**src/rtl/video_timing_gen.sv**
```systemverilog
// Runtime-reprogrammable raster timing generator; new timing is applied only at a frame wrap.
// Define VTG_GENLOCK_EN to add ext_vs_in, whose rising edge restarts the raster at (0,0).

module video_timing_gen #(
    parameter int                  H_BITS    = 12,
    parameter int                  V_BITS    = 11,
    parameter int                  FC_WIDTH  = 6,
    parameter int                  FPS       = 60,
    parameter bit                  HS_POL    = 1'b1,
    parameter bit                  VS_POL    = 1'b1,
    parameter logic [4*H_BITS-1:0] RST_CFG_H = {H_BITS'(1280), H_BITS'(110), H_BITS'(40), H_BITS'(220)},
    parameter logic [4*V_BITS-1:0] RST_CFG_V = {V_BITS'(720), V_BITS'(5), V_BITS'(5), V_BITS'(20)}
) (
    input  logic                pixel_clk_in,
    input  logic                rst_n_in,
    input  logic [4*H_BITS-1:0] cfg_h_in,
    input  logic [4*V_BITS-1:0] cfg_v_in,
    input  logic                cfg_valid_in,
`ifdef VTG_GENLOCK_EN
    input  logic                ext_vs_in,
`endif
    output logic                cfg_ready_out,
    output logic                cfg_err_out,
    output logic [H_BITS-1:0]   hcount_out,
    output logic [V_BITS-1:0]   vcount_out,
    output logic                hs_out,
    output logic                vs_out,
    output logic                ad_out,
    output logic                nf_out,
    output logic [FC_WIDTH-1:0] fc_out
);

    // Handshake: a config transfers on a rising edge where cfg_valid_in && cfg_ready_out.
    // Valid while ready is low is dropped, never queued.

    localparam int HT = H_BITS + 2;
    localparam int VT = V_BITS + 2;

    // Field index 3 = active, 2 = front porch, 1 = sync, 0 = back porch.
    function automatic logic [HT-1:0] h_fld(input logic [4*H_BITS-1:0] c, input int idx);
        return HT'(c[idx*H_BITS +: H_BITS]);
    endfunction

    function automatic logic [VT-1:0] v_fld(input logic [4*V_BITS-1:0] c, input int idx);
        return VT'(c[idx*V_BITS +: V_BITS]);
    endfunction

    function automatic logic [HT-1:0] h_sum(input logic [4*H_BITS-1:0] c);
        return h_fld(c, 3) + h_fld(c, 2) + h_fld(c, 1) + h_fld(c, 0);
    endfunction

    function automatic logic [VT-1:0] v_sum(input logic [4*V_BITS-1:0] c);
        return v_fld(c, 3) + v_fld(c, 2) + v_fld(c, 1) + v_fld(c, 0);
    endfunction

    logic [4*H_BITS-1:0] live_h_q, live_h_d, shadow_h_q, shadow_h_d;
    logic [4*V_BITS-1:0] live_v_q, live_v_d, shadow_v_q, shadow_v_d;
    logic                shadow_vld_q, shadow_vld_d;
    logic                ready_q, ready_d, err_q, err_d, started_q, started_d;
    logic [H_BITS-1:0]   hcount_q, hcount_d;
    logic [V_BITS-1:0]   vcount_q, vcount_d;
    logic                hs_q, hs_d, vs_q, vs_d, ad_q, ad_d, nf_q, nf_d;
    logic [FC_WIDTH-1:0] fc_q, fc_d;
`ifdef VTG_GENLOCK_EN
    logic                ext_prev_q, ext_prev_d;
`endif

    logic [HT-1:0] h_tot_cur, h_tot_new, hs_start, hs_end;
    logic [VT-1:0] v_tot_cur, v_tot_new, vs_start, vs_end;
    logic          h_last, v_last, frame_end, resync, apply, accept, legal, hs_on, vs_on;

    always_comb begin
        h_tot_cur = h_sum(live_h_q);
        v_tot_cur = v_sum(live_v_q);
        h_last    = started_q && (HT'(hcount_q) == h_tot_cur - HT'(1));
        v_last    = VT'(vcount_q) == v_tot_cur - VT'(1);
        frame_end = h_last && v_last;
`ifdef VTG_GENLOCK_EN
        // Previous value resets high so a level held through reset is not an edge.
        resync     = started_q && ext_vs_in && !ext_prev_q;
        ext_prev_d = ext_vs_in;
`else
        resync = 1'b0;
`endif
        apply     = shadow_vld_q && (frame_end || resync);
        live_h_d  = apply ? shadow_h_q : live_h_q;
        live_v_d  = apply ? shadow_v_q : live_v_q;
        started_d = 1'b1;

        // First edge out of reset presents (0,0) rather than advancing past it.
        if (!started_q || resync || frame_end) begin
            hcount_d = '0;
            vcount_d = '0;
        end else if (h_last) begin
            hcount_d = '0;
            vcount_d = vcount_q + V_BITS'(1);
        end else begin
            hcount_d = hcount_q + H_BITS'(1);
            vcount_d = vcount_q;
        end

        // Decodes use the timing that will be live for the count being registered.
        hs_start = h_fld(live_h_d, 3) + h_fld(live_h_d, 2);
        hs_end   = hs_start + h_fld(live_h_d, 1);
        vs_start = v_fld(live_v_d, 3) + v_fld(live_v_d, 2);
        vs_end   = vs_start + v_fld(live_v_d, 1);
        hs_on    = (HT'(hcount_d) >= hs_start) && (HT'(hcount_d) < hs_end);
        vs_on    = (VT'(vcount_d) >= vs_start) && (VT'(vcount_d) < vs_end);
        hs_d     = (hs_on == HS_POL);
        vs_d     = (vs_on == VS_POL);
        ad_d     = (HT'(hcount_d) < h_fld(live_h_d, 3)) && (VT'(vcount_d) < v_fld(live_v_d, 3));
        nf_d     = (HT'(hcount_d) == h_fld(live_h_d, 3)) && (VT'(vcount_d) == v_fld(live_v_d, 3));

        if (nf_q) begin
            fc_d = (fc_q == FC_WIDTH'(FPS - 1)) ? '0 : fc_q + FC_WIDTH'(1);
        end else begin
            fc_d = fc_q;
        end

        h_tot_new = h_sum(cfg_h_in);
        v_tot_new = v_sum(cfg_v_in);
        legal     = (h_fld(cfg_h_in, 3) != '0) && (h_fld(cfg_h_in, 1) != '0) &&
                    (v_fld(cfg_v_in, 3) != '0) && (v_fld(cfg_v_in, 1) != '0) &&
                    (h_tot_new[HT-1 -: 2] == 2'b00) && (v_tot_new[VT-1 -: 2] == 2'b00);
        accept    = cfg_valid_in && ready_q;

        shadow_h_d   = shadow_h_q;
        shadow_v_d   = shadow_v_q;
        shadow_vld_d = shadow_vld_q && !apply;
        // Ready comes back one cycle after the shadow has been consumed.
        ready_d      = ready_q ? 1'b1 : !shadow_vld_q;
        err_d        = 1'b0;
        if (accept) begin
            if (legal) begin
                shadow_h_d   = cfg_h_in;
                shadow_v_d   = cfg_v_in;
                shadow_vld_d = 1'b1;
                ready_d      = 1'b0;
            end else begin
                err_d = 1'b1;
            end
        end
    end

    always_ff @(posedge pixel_clk_in or negedge rst_n_in) begin
        if (!rst_n_in) begin
            live_h_q     <= RST_CFG_H;
            live_v_q     <= RST_CFG_V;
            shadow_h_q   <= '0;
            shadow_v_q   <= '0;
            shadow_vld_q <= 1'b0;
            ready_q      <= 1'b1;
            err_q        <= 1'b0;
            started_q    <= 1'b0;
            hcount_q     <= '0;
            vcount_q     <= '0;
            hs_q         <= !HS_POL;
            vs_q         <= !VS_POL;
            ad_q         <= 1'b0;
            nf_q         <= 1'b0;
            fc_q         <= '0;
`ifdef VTG_GENLOCK_EN
            ext_prev_q   <= 1'b1;
`endif
        end else begin
            live_h_q     <= live_h_d;
            live_v_q     <= live_v_d;
            shadow_h_q   <= shadow_h_d;
            shadow_v_q   <= shadow_v_d;
            shadow_vld_q <= shadow_vld_d;
            ready_q      <= ready_d;
            err_q        <= err_d;
            started_q    <= started_d;
            hcount_q     <= hcount_d;
            vcount_q     <= vcount_d;
            hs_q         <= hs_d;
            vs_q         <= vs_d;
            ad_q         <= ad_d;
            nf_q         <= nf_d;
            fc_q         <= fc_d;
`ifdef VTG_GENLOCK_EN
            ext_prev_q   <= ext_prev_d;
`endif
        end
    end

    assign cfg_ready_out = ready_q;
    assign cfg_err_out   = err_q;
    assign hcount_out    = hcount_q;
    assign vcount_out    = vcount_q;
    assign hs_out        = hs_q;
    assign vs_out        = vs_q;
    assign ad_out        = ad_q;
    assign nf_out        = nf_q;
    assign fc_out        = fc_q;

endmodule

```
**config.mk**
```make
export PLATFORM = sky130hd
export DESIGN_NAME = video_timing_gen
export DESIGN_NICKNAME = d
export VERILOG_FILES = /design/src/rtl/video_timing_gen.sv
export SDC_FILE = /design/constraint.sdc
export NUM_CORES = 1
export LEC_CHECK = 0
export CORE_AREA = 2 2 207 209
export CTS_CLUSTER_DIAMETER = 200
export DETAILED_ROUTE_END_ITERATION = 8
export DIE_AREA = 0 0 209 211
export PLACE_DENSITY_LB_ADDON = 0.05
export SYNTH_ARGS = -nofsm -noshare
export SYNTH_HDL_FRONTEND = slang
export SYNTH_SLANG_ARGS = --single-unit
```
**constraint.sdc**
```tcl
create_clock -name pixel_clk_in -period 12.02 [get_ports pixel_clk_in]
set_input_delay 1.202 -clock pixel_clk_in [delete_from_list [all_inputs] [get_ports pixel_clk_in]]
set_output_delay 1.202 -clock pixel_clk_in [all_outputs]
set_load 0.05 [all_outputs]
```
==> metrics.csv <==
metric,value,unit
GRT Resource Usage Total,21.2,%
CTS tree,built,
die area,0.0441,mm^2
"CTS clk-pin slew, worst paths",60,ps
"Hold Violations, Final",0,
GR Layer Usage met2,27.8,%
synthesized cell area,0.0165,mm^2
Die Height,211,um
Setup Skew,22.3,ps
Post-Route Setup TNS,0,ps
HPWL after DPL,37.2,mm
Mapped Cells,1619,
Pwr per Cell Area,124,mW/mm^2
io pins,130,
critical path's slowest cell,buf_4,
largest net degree at the start of global routing,113,
CTS resizes,0,
RSZ-0062 raised after global routing,false,
hold_buf cts,0,
Initial Util,39.5,%
Clock Root Buffer,clkbuf_16,
area delta synth->final,17.2,%
met3 usage,2.26,%
cts bufs inserted,28,
later-pin clock latency in the skew report,560,ps
max cap viols,0,
worst endpoint required time,12490,ps
first-pass GRT wire length,71.7,mm
Clock Sinks,221,
Hold WS,479,ps
H-tree depth,1,
CP endpoint kind,register,
critical path's largest stage delay,630,ps
"commonest non-fill, non-tap cells in the layout","196 x dfrtp_1, 192 x nand2_1, 191 x ha_1, 182 x inv_1, 128 x clkdlybuf4s50_1",
layout cells sized above 1,11.2,%
setup violators final,0,
gr busiest metal,met1,
Initial DRC Count,632,
Max-slew headroom,37.6,%
"Max FO, Critical Path",78,
vias,11869,
Post-synth EDFFs,0,
Worst Hold Class,reg2reg,
I/O Buffers,129,
"commonest non-fill, non-tap cell in the layout",dfrtp_1,
Crit Path Class,reg2reg,
Synthesized Nets,1997,
Total Nets Final,2122,
worst vdd ir,0.000101,V
1st-pass router iterations,4,
Tmin final,9950,ps
remaining antenna violation count,0,
vias in the first global route,12102,
Syn Area/Cell,10.2,um^2
ys async rst share,100,%
setup bufs post-CTS,0,
max-slew violations,0,
met1 usage,36.1,%
GRT overflow,0,
Worst-Margin Slew,935,ps
drt via density,5.15,
core area,0.0418,mm^2
Synth cell types,74,
fmax,100,MHz
synthesized flop and latch total,221,
Placer Congestion,0.877,
Synth warnings,0,
Detailed Route WL,45.4,mm
clk buf depth,3,
wire per inst,19.7,um
crit path DAT,10420,ps
sequential cell area fraction in the yosys report,33.7,%
DIE WIDTH,209,um
"Top FF cell, synth",dfrtp_1,
P_leak,9.08,nW
Final Cycle Share,82.8,%
DRC errors left,0,
status,"finished, final reports clean",
placement row count,75,
startpoint types,register,
antenna violations before repair,0,
-- final timing paths --
check / startpoint / depth (start not counted) / slack [ps] / to
setup / recovery: live_h_q[2]$_DFFE_PN1N_ / 39 / 2070 / hs_out$_DFF_PN0_
hold / removal: shadow_v_q[5]$_DFFE_PN0P_ / 2 / 480 / live_v_q[5]$_DFFE_PN0N_
setup reg to reg: live_h_q[2]$_DFFE_PN1N_ / 39 / 2070 / hs_out$_DFF_PN0_
hold reg to reg: shadow_v_q[5]$_DFFE_PN0P_ / 2 / 480 / live_v_q[5]$_DFFE_PN0N_
max in group asynchronous: rst_n_in / 2 / 9890 / live_h_q[23]$_DFF_PN0_
min in group asynchronous: rst_n_in / 1 / 710 / vcount_out[9]$_DFF_PN0_
-- registers in the layout (all words and copies together), names as in the netlist --
register and flops:
started_q 1, live_h_q 48, shadow_v_q 44, cfg_ready_out 1, hs_out 1, shadow_vld_q 1, nf_out 1, shadow_h_q 48
vs_out 1, hcount_out 12, ad_out 1, fc_out 6, live_v_q 44, vcount_out 11, cfg_err_out 1
-- metrics by stage --
step	instance area (um^2)	setup slack, ps	cells	power, W	util [%]
4_1_cts	19300	2020	2304	0.00243	46.3
6_report	19300	2070	2305	0.00239	46.3
2_1_floorplan	16500	3460	1619	0.00130	-
5_1_grt	19300	1220	2304	0.00252	46.3
3_5_place_dp	18400	2040	2253	0.00151	44.0
3_3_place_gp	18400	2300	2253	0.00150	44.0
-- logic make-up (layout without fill, tap and decap cells) --
| kind of cell | after synthesis | in the layout | synth area share [%] |
|---|---|---|---|
| compound gates | 283 | 283 | 11.2 |
| xor+xnor | 93 | 93 | 4.93 |
| fa+ha+maj | 288 | 288 | 25.9 |
| buf+inv | 221 | 367 | 5.17 |
| flops | 221 | 221 | 33.7 |
| mux | 107 | 107 | 7.27 |
| other cells | 1 | 2 | 0.0227 |
| simple gates | 405 | 405 | 11.8 |
-- cell type report --
| cell class | count | area [um^2] |
|---|---|---|
| antenna | 1 | 2.50 |
| clock buffer | 43 | 838 |
| clock inverter | 8 | 149 |
| fill | 4003 | 22400 |
| inverter | 182 | 683 |
| multi-input combinational | 1177 | 10100 |
| sequential | 221 | 5560 |
| tap | 539 | 674 |
| timing repair buffer | 134 | 1330 |
-- synth_stat cells (all sizes together) (3+ instances only) --
cell	number	area, um^2
nand2b	16	100
dfstp	25	657
nand2	193	727
clkbuf	18	67.6
mux2	97	1100
a2111oi	6	83.8
xnor2	53	464
or4	3	22.5
ha	191	2390
or3	9	61.3
inv	182	683
and3	15	93.8
o211a	3	30.0
nand4	18	113
nor2	51	191
a21oi	79	418
a211oi	9	72.6
dfrtp	196	4900
nor2b	12	75.1
xor2	40	350
o31ai	4	43.8
a21o	40	300
o21ai	79	399
and2	3	18.8
nor4	18	113
mux2i	10	104
and4b	5	50.1
fa	92	1840
a31oi	4	25.0
o2111ai	6	52.6
a31o	3	26.3
maj3	5	51.3
nor3	18	90.1
o21bai	7	52.6
o211ai	8	60.1
nand3	28	153
nand4b	5	50.0
a21boi	4	30.0
o21a	21	158
buf	21	103
or3b	3	26.3
-- critical path, delay by kind of cell (launching register included) --
family | cells | cell delay, ps
fa+ha+maj | 8 | 2980
simple gates | 13 | 2910
compound gates | 13 | 2260
buf+inv | 3 | 750
flops | 1 | 510
xor+xnor | 2 | 420
-- where the power goes --
part	switching (W)	total [W]	internal (W)
Clock	0.000334	0.000897	0.000563
Combinational	0.000200	0.000437	0.000238
Sequential	0.000152	0.00106	0.000907
-- per-layer routing --
metal / vias to the layer above / routed length, um / part of all wire [%]
li1: 5811 / - / -
met1: 5783 / 25600 / 57
met2: 224 / 17000 / 37
met3: 51 / 1810 / 4.0
met4: 0 / 949 / 2.1
met5: - / 0 / 0
Power figures use the tool's default switching activity.
